`src/rtl/mac_datapath.sv`:
```
// Dual-lane multiply-accumulate datapath. The controller strobes are delayed to meet
// the ROM data for their address. Each lane accumulates products and a bias term,
// then presents a saturated result to the result RAM.
module mac_datapath #(
  parameter int unsigned DATA_WIDTH   = 16,
  parameter int unsigned ACC_WIDTH    = 40,
  parameter int unsigned RESULT_WIDTH = 32,
  parameter int unsigned ROM_LATENCY  = 1,
  parameter int unsigned RESULT_COUNT = 64
) (
  input  logic                    clock,
  input  logic                    reset_n,
  input  logic                    mult,
  input  logic                    sum,
  input  logic                    clear,
  input  logic                    write,
  input  logic [DATA_WIDTH-1:0]   romA_dataA,
  input  logic [DATA_WIDTH-1:0]   romA_dataB,
  input  logic [DATA_WIDTH-1:0]   romB_dataA,
  input  logic [DATA_WIDTH-1:0]   romB_dataB,
  input  logic [DATA_WIDTH-1:0]   romC_dataA,
  input  logic [DATA_WIDTH-1:0]   romC_dataB,
  output logic [RESULT_WIDTH-1:0] result_dataA,
  output logic [RESULT_WIDTH-1:0] result_dataB,
  output logic                    result_weA,
  output logic                    result_weB,
  output logic                    end_operation,
  output logic                    overflow
);

  localparam int unsigned CntW = $clog2(RESULT_COUNT + 1);

  // Control bit positions within each delay-line stage.
  localparam int unsigned BitWrite = 0;
  localparam int unsigned BitMult  = 1;
  localparam int unsigned BitSum   = 2;
  localparam int unsigned BitClear = 3;

  // Saturation bounds, sign-extended to accumulator width.
  localparam logic [ACC_WIDTH-1:0] SatMax =
    {{(ACC_WIDTH-RESULT_WIDTH+1){1'b0}}, {(RESULT_WIDTH-1){1'b1}}};
  localparam logic [ACC_WIDTH-1:0] SatMin =
    {{(ACC_WIDTH-RESULT_WIDTH+1){1'b1}}, {(RESULT_WIDTH-1){1'b0}}};

  logic [3:0]            ctrl_q [ROM_LATENCY];
  logic [3:0]            ctrl_d;
  logic [ACC_WIDTH-1:0]  acc_a_q, acc_a_d;
  logic [ACC_WIDTH-1:0]  acc_b_q, acc_b_d;
  logic [CntW-1:0]       write_cnt_q, write_cnt_d;
  logic                  overflow_q, overflow_d;
  logic                  sat_a, sat_b;

  // Next accumulator value; clear beats sum beats mult.
  function automatic logic [ACC_WIDTH-1:0] acc_next(
    input logic [ACC_WIDTH-1:0]  acc,
    input logic [3:0]            ctrl,
    input logic [DATA_WIDTH-1:0] a,
    input logic [DATA_WIDTH-1:0] b,
    input logic [DATA_WIDTH-1:0] c
  );
    logic signed [2*DATA_WIDTH-1:0] prod;
    logic signed [ACC_WIDTH-1:0]    prod_ext;
    logic signed [ACC_WIDTH-1:0]    c_ext;
    prod     = $signed(a) * $signed(b);
    prod_ext = ACC_WIDTH'(prod);
    c_ext    = ACC_WIDTH'($signed(c));
    if (ctrl[BitClear])     acc_next = '0;
    else if (ctrl[BitSum])  acc_next = acc + c_ext;
    else if (ctrl[BitMult]) acc_next = acc + prod_ext;
    else                    acc_next = acc;
  endfunction

  // Clamp the accumulator into the result range; flag when clamping occurred.
  function automatic logic [RESULT_WIDTH:0] saturate(input logic [ACC_WIDTH-1:0] acc);
    if ($signed(acc) > $signed(SatMax))      saturate = {1'b1, SatMax[RESULT_WIDTH-1:0]};
    else if ($signed(acc) < $signed(SatMin)) saturate = {1'b1, SatMin[RESULT_WIDTH-1:0]};
    else                                     saturate = {1'b0, acc[RESULT_WIDTH-1:0]};
  endfunction

  assign ctrl_d = ctrl_q[ROM_LATENCY-1];

  // Strobe delay line aligning controller strobes with ROM data.
  always_ff @(posedge clock or negedge reset_n) begin
    if (!reset_n) begin
      for (int unsigned i = 0; i < ROM_LATENCY; i++) ctrl_q[i] <= '0;
    end else begin
      ctrl_q[0] <= {clear, sum, mult, write};
      for (int unsigned i = 1; i < ROM_LATENCY; i++) ctrl_q[i] <= ctrl_q[i-1];
    end
  end

  // Per-lane accumulator update and result saturation.
  always_comb begin
    acc_a_d = acc_next(acc_a_q, ctrl_d, romA_dataA, romB_dataA, romC_dataA);
    acc_b_d = acc_next(acc_b_q, ctrl_d, romA_dataB, romB_dataB, romC_dataB);
    {sat_a, result_dataA} = saturate(acc_a_q);
    {sat_b, result_dataB} = saturate(acc_b_q);
  end

  // Write counter saturates at the final count; overflow is sticky.
  always_comb begin
    write_cnt_d = write_cnt_q;
    if (write && (write_cnt_q < CntW'(RESULT_COUNT))) write_cnt_d = write_cnt_q + 1'b1;
    overflow_d = overflow_q | (ctrl_d[BitWrite] & (sat_a | sat_b));
  end

  // State registers.
  always_ff @(posedge clock or negedge reset_n) begin
    if (!reset_n) begin
      acc_a_q     <= '0;
      acc_b_q     <= '0;
      write_cnt_q <= '0;
      overflow_q  <= 1'b0;
    end else begin
      acc_a_q     <= acc_a_d;
      acc_b_q     <= acc_b_d;
      write_cnt_q <= write_cnt_d;
      overflow_q  <= overflow_d;
    end
  end

  assign result_weA = ctrl_d[BitWrite];
  assign result_weB = ctrl_d[BitWrite];
  assign overflow   = overflow_q;

  // Uses the undelayed strobe so the controller sees it during its final write.
  // Gated by reset so small RESULT_COUNT values still read 0 while in reset.
  assign end_operation = reset_n && (write_cnt_q >= CntW'(RESULT_COUNT - 1)) &&
                         (write || (write_cnt_q == CntW'(RESULT_COUNT)));

endmodule
```
`config.mk`:
```
export PLATFORM = sky130hd
export DESIGN_NAME = mac_datapath
export DESIGN_NICKNAME = d
export VERILOG_FILES = /design/src/rtl/mac_datapath.sv
export SDC_FILE = /design/constraint.sdc
export NUM_CORES = 2
export LEC_CHECK = 0
export CORE_MARGIN = 1.5
export CORE_UTILIZATION = 35
export CTS_CLUSTER_DIAMETER = 100
export DETAILED_ROUTE_END_ITERATION = 16
export HOLD_SLACK_MARGIN = 0.15
export PLACE_DENSITY = 0.57
export SKIP_LAST_GASP = 1
export SYNTH_ARGS = -nofsm -noshare
export SYNTH_HDL_FRONTEND = slang
export SYNTH_SLANG_ARGS = --single-unit
```
`constraint.sdc`:
```
create_clock -name clock -period 6.5 [get_ports clock]
set_input_delay 1.625 -clock clock [delete_from_list [all_inputs] [get_ports clock]]
set_output_delay 1.625 -clock clock [all_outputs]
set_load 0.01 [all_outputs]
```
==> results.yml <==
outcome:
  outcome: "finished with violations"
  violations: "setup timing"
cells_and_area:
  seqCellArea_um2: 2307
  syn_to_final_growth_pct: 43.52
  multiInputGateArea_um2: 26350
  stdcell_count: 5213
  drive_gt1_share_pct: 33.91
  fillers: 7411
  fin_nets: 5023
critical_path:
  worstSetupPathType: "in -> reg"
  crit_path_end_kind: "register"
  r2r_slack_ps: 2130
  startpoint_type: "input pin"
  critPathSlowestCell: "fa_1"
  startpoint: "romB_dataA[2]"
  crit_fanout: 6
  rr_endpoint: "acc_b_q[38]"
  rr_worst_depth: 16
  r2r_start: "ctrl_d[2]"
  worst_ep_required_time_ps: 6800
  max_stage_delay_ps: 520
  worstPathArrival_ps: 9240
  cp_common_cell: "fa_1"
global_routing:
  antenna_found_initial: 2
  grt_overflow: 0
  grt_pass1_vias: 26563
  grt_max_degree: 81
  gr-usage-all-layers_pct: 21.63
  grt_pass1_wl_um: 142600
clock_network:
  cts_root_buf: "clkbuf_16"
  clk_path_buf_depth: 2
  clk_pin_slew_worst_paths_ps: 80
  clock-sinks: 92
  cts_tree: "yes"
  clock_latency_ps: 390
  numCtsBuffers: 9
  clock_tree.htree_level_count: 3
  postCtsHoldBufs: 0
sta:
  finalSetupViolations: 63
  final.setup.worst_slack_ps: -2443
  finalHoldViolCount: 0
  slew_viol_final: 0
  rsz0062_at_grt: "true"
  post-route-min-period_ps: 8943
  finalCritPeriodShare_pct: 137.6
  slew_headroom_pct: 24.08
  tightest_slew_ps: 1138
  max_freq_mhz: 111.8
  skew_ps: 17.48
place:
  dp_cells: 5011
  port_buffers: 169
  gp_congestion: 0.8760
  dpl.hpwl_um: 69380
floorplan:
  die-area_um2: 83080
  rows: 104
  initial_utilization_pct: 35.35
  ioPinCount: 170
  die_w_um: 288.2
  fp.dieH_um: 288.2
  core_area_um2: 80550
route:
  drt_first_iter_violations: 1266
  num_vias: 25543
  dr.pass1.iters: 5
  via_per_inst: 4.900
  drc: 0
  ant_nets: 0
  wire_per_inst_um: 16.97
  routed_wl_um: 88480
logic_synthesis:
  synthCells: 3323
  ys_ff_latch: 92
  synthFlopType: "dfrtp_1"
  synth_cell_types: 81
  synth_area_per_cell_um2: 8.569
  async_flop_share_pct: 100.0
  ys_warn_count: 0
  syn-cell-area_um2: 28470
  syn_nets: 4199
  ys_seq_area_share_pct: 8.085
  synth_edf_count: 0
worst_hold_path:
  hold_depth: 1
  min_path_type: "reg -> reg"
  min-delay-start: "overflow"
  min_to: "overflow"
run:
  maxCapViolCount: 0
==> layer usage <==
metal | track usage (%) | wire length [um] | vias up
met5 | 0 | 11 | -
met4 | 3.639 | 1391 | 2
met3 | 3.341 | 4507 | 83
met2 | 34.43 | 40830 | 533
met1 | 31.42 | 41750 | 12826
li1 | - | - | 12099
==> kinds of logic after synthesis <==
logic type | count (synthesis) | share of synthesized area (%)
adder cells (fa/ha/maj) | 774 | 47.88
multiplexers | 13 | 0.5009
AO/OA/AOI/OAI | 541 | 12.44
AND/OR/NAND/NOR | 1042 | 17.48
XOR/XNOR | 126 | 3.876
buffers and inverters | 735 | 9.737
flip-flops | 92 | 8.085
==> how the worst max path moves through the flow <==
stage | end | slack, ps | depth (start not counted)
6_report | acc_a_q[39] | -2440 | 35
3_3_place_gp | acc_b_q[39] | -3370 | 36
4_1_cts | acc_b_q[39] | -2400 | 34
2_1_floorplan | acc_b_q[39] | -2200 | 31
3_5_place_dp | acc_b_q[39] | -3380 | 36
5_1_grt | acc_a_q[39] | -2700 | 36
==> flip-flops by register name, summed over array words and instances (netlist names) <==
signal and cells:
ctrl_d 4, overflow 1, acc_a_q 40, acc_b_q 40, write_cnt_q 7
==> cells in the mapped netlist (4+ instances only) <==
library cell  count  area (um^2)
a2111o_1          4        45.04
a211o_1           5        43.79
a211oi_1         24        180.2
a21boi_0          6        45.04
a21o_1           84        630.6
a21oi_1         170        850.8
a31oi_1          10        62.56
and2_1          256         1602
and3_1           11        68.82
buf_1             6        22.52
clkbuf_1        118        442.9
dfrtp_1          92         2302
fa_1            526        10530
ha_1            248         3103
inv_1           607         2278
mux2_2           10        112.6
nand2_1         478         1794
nand2b_1         27        168.9
nand3_1          47        235.2
nand4_1          22        137.6
nor2_1          121        454.2
nor2b_1          14        87.58
nor3_1           22        110.1
nor4_1           11        68.82
o211ai_1         12        90.09
o21a_1           15        112.6
o21ai_0         106        530.5
o21ai_1          13        65.06
o21bai_1         21        157.7
o22ai_1           6        37.54
o31a_1            5        43.79
o31ai_1          11        82.58
or2_2             4        25.02
or3_1            14        87.58
xnor2_1          84        735.7
xor2_1           42        367.9
==> critical path: cells and delay by family <==
kind	cells	cell delay, ps
and+or+nand+nor	3	850
adders and majority gates	8	3190
buffers and inverters	7	730
AOI/OAI and AO/OA	15	2530
xor gates and xnor gates	2	300
==> area by class of cell <==
type,instances,area share [%]
flip-flops and latches,92,5.646
repair buffers,941,20.30
clock inverters,7,0.1868
multi-input cells,2496,64.47
inverters,607,5.588
clock buffers,9,0.5511
diodes,1,0.006123
well taps,1060,3.245
==> through the flow <==
step	TNS (ps)	utilization (%)	cell area (um^2)	hold slack (ps)	worst slack [ps]
2_1_floorplan	-81380	-	29630	464.2	-2195
3_3_place_gp	-162400	45.20	36400	455.0	-3367
3_5_place_dp	-163680	45.20	36400	455.0	-3378
4_1_cts	-106660	48.81	39320	480.4	-2397
5_1_grt	-124310	50.73	40860	505.7	-2705
6_report	-109310	50.74	40870	470.8	-2443
==> cell usage in the layout (no fill, tap or decap), types with 36 or more instances in the layout <==
cell type,n
a21o_1,84
a21oi_1,88
a21oi_2,70
and2_1,198
and2_4,58
buf_4,621
buf_6,125
clkdlybuf4s50_1,106
dfrtp_1,90
fa_1,490
fa_2,36
ha_1,179
ha_4,52
inv_1,552
inv_2,53
nand2_1,425
nand2_2,37
nor2_1,103
o21ai_0,41
o21ai_1,41
xnor2_1,64
xor2_1,39
==> what timing repair did <==
| action | 4_1_cts | 5_1_grt |
|---|---|---|
| resized for setup | 613 | 308 |
| setup endpoints to repair | 66 | 67 |
| cloned | 17 | 0 |
| pin swaps | 324 | 283 |
| setup buffers | 139 | 67 |
Power is left out: the tool's default activity adds up to more than one toggle a clock period on the data nets, which glitch-free logic cannot reach.
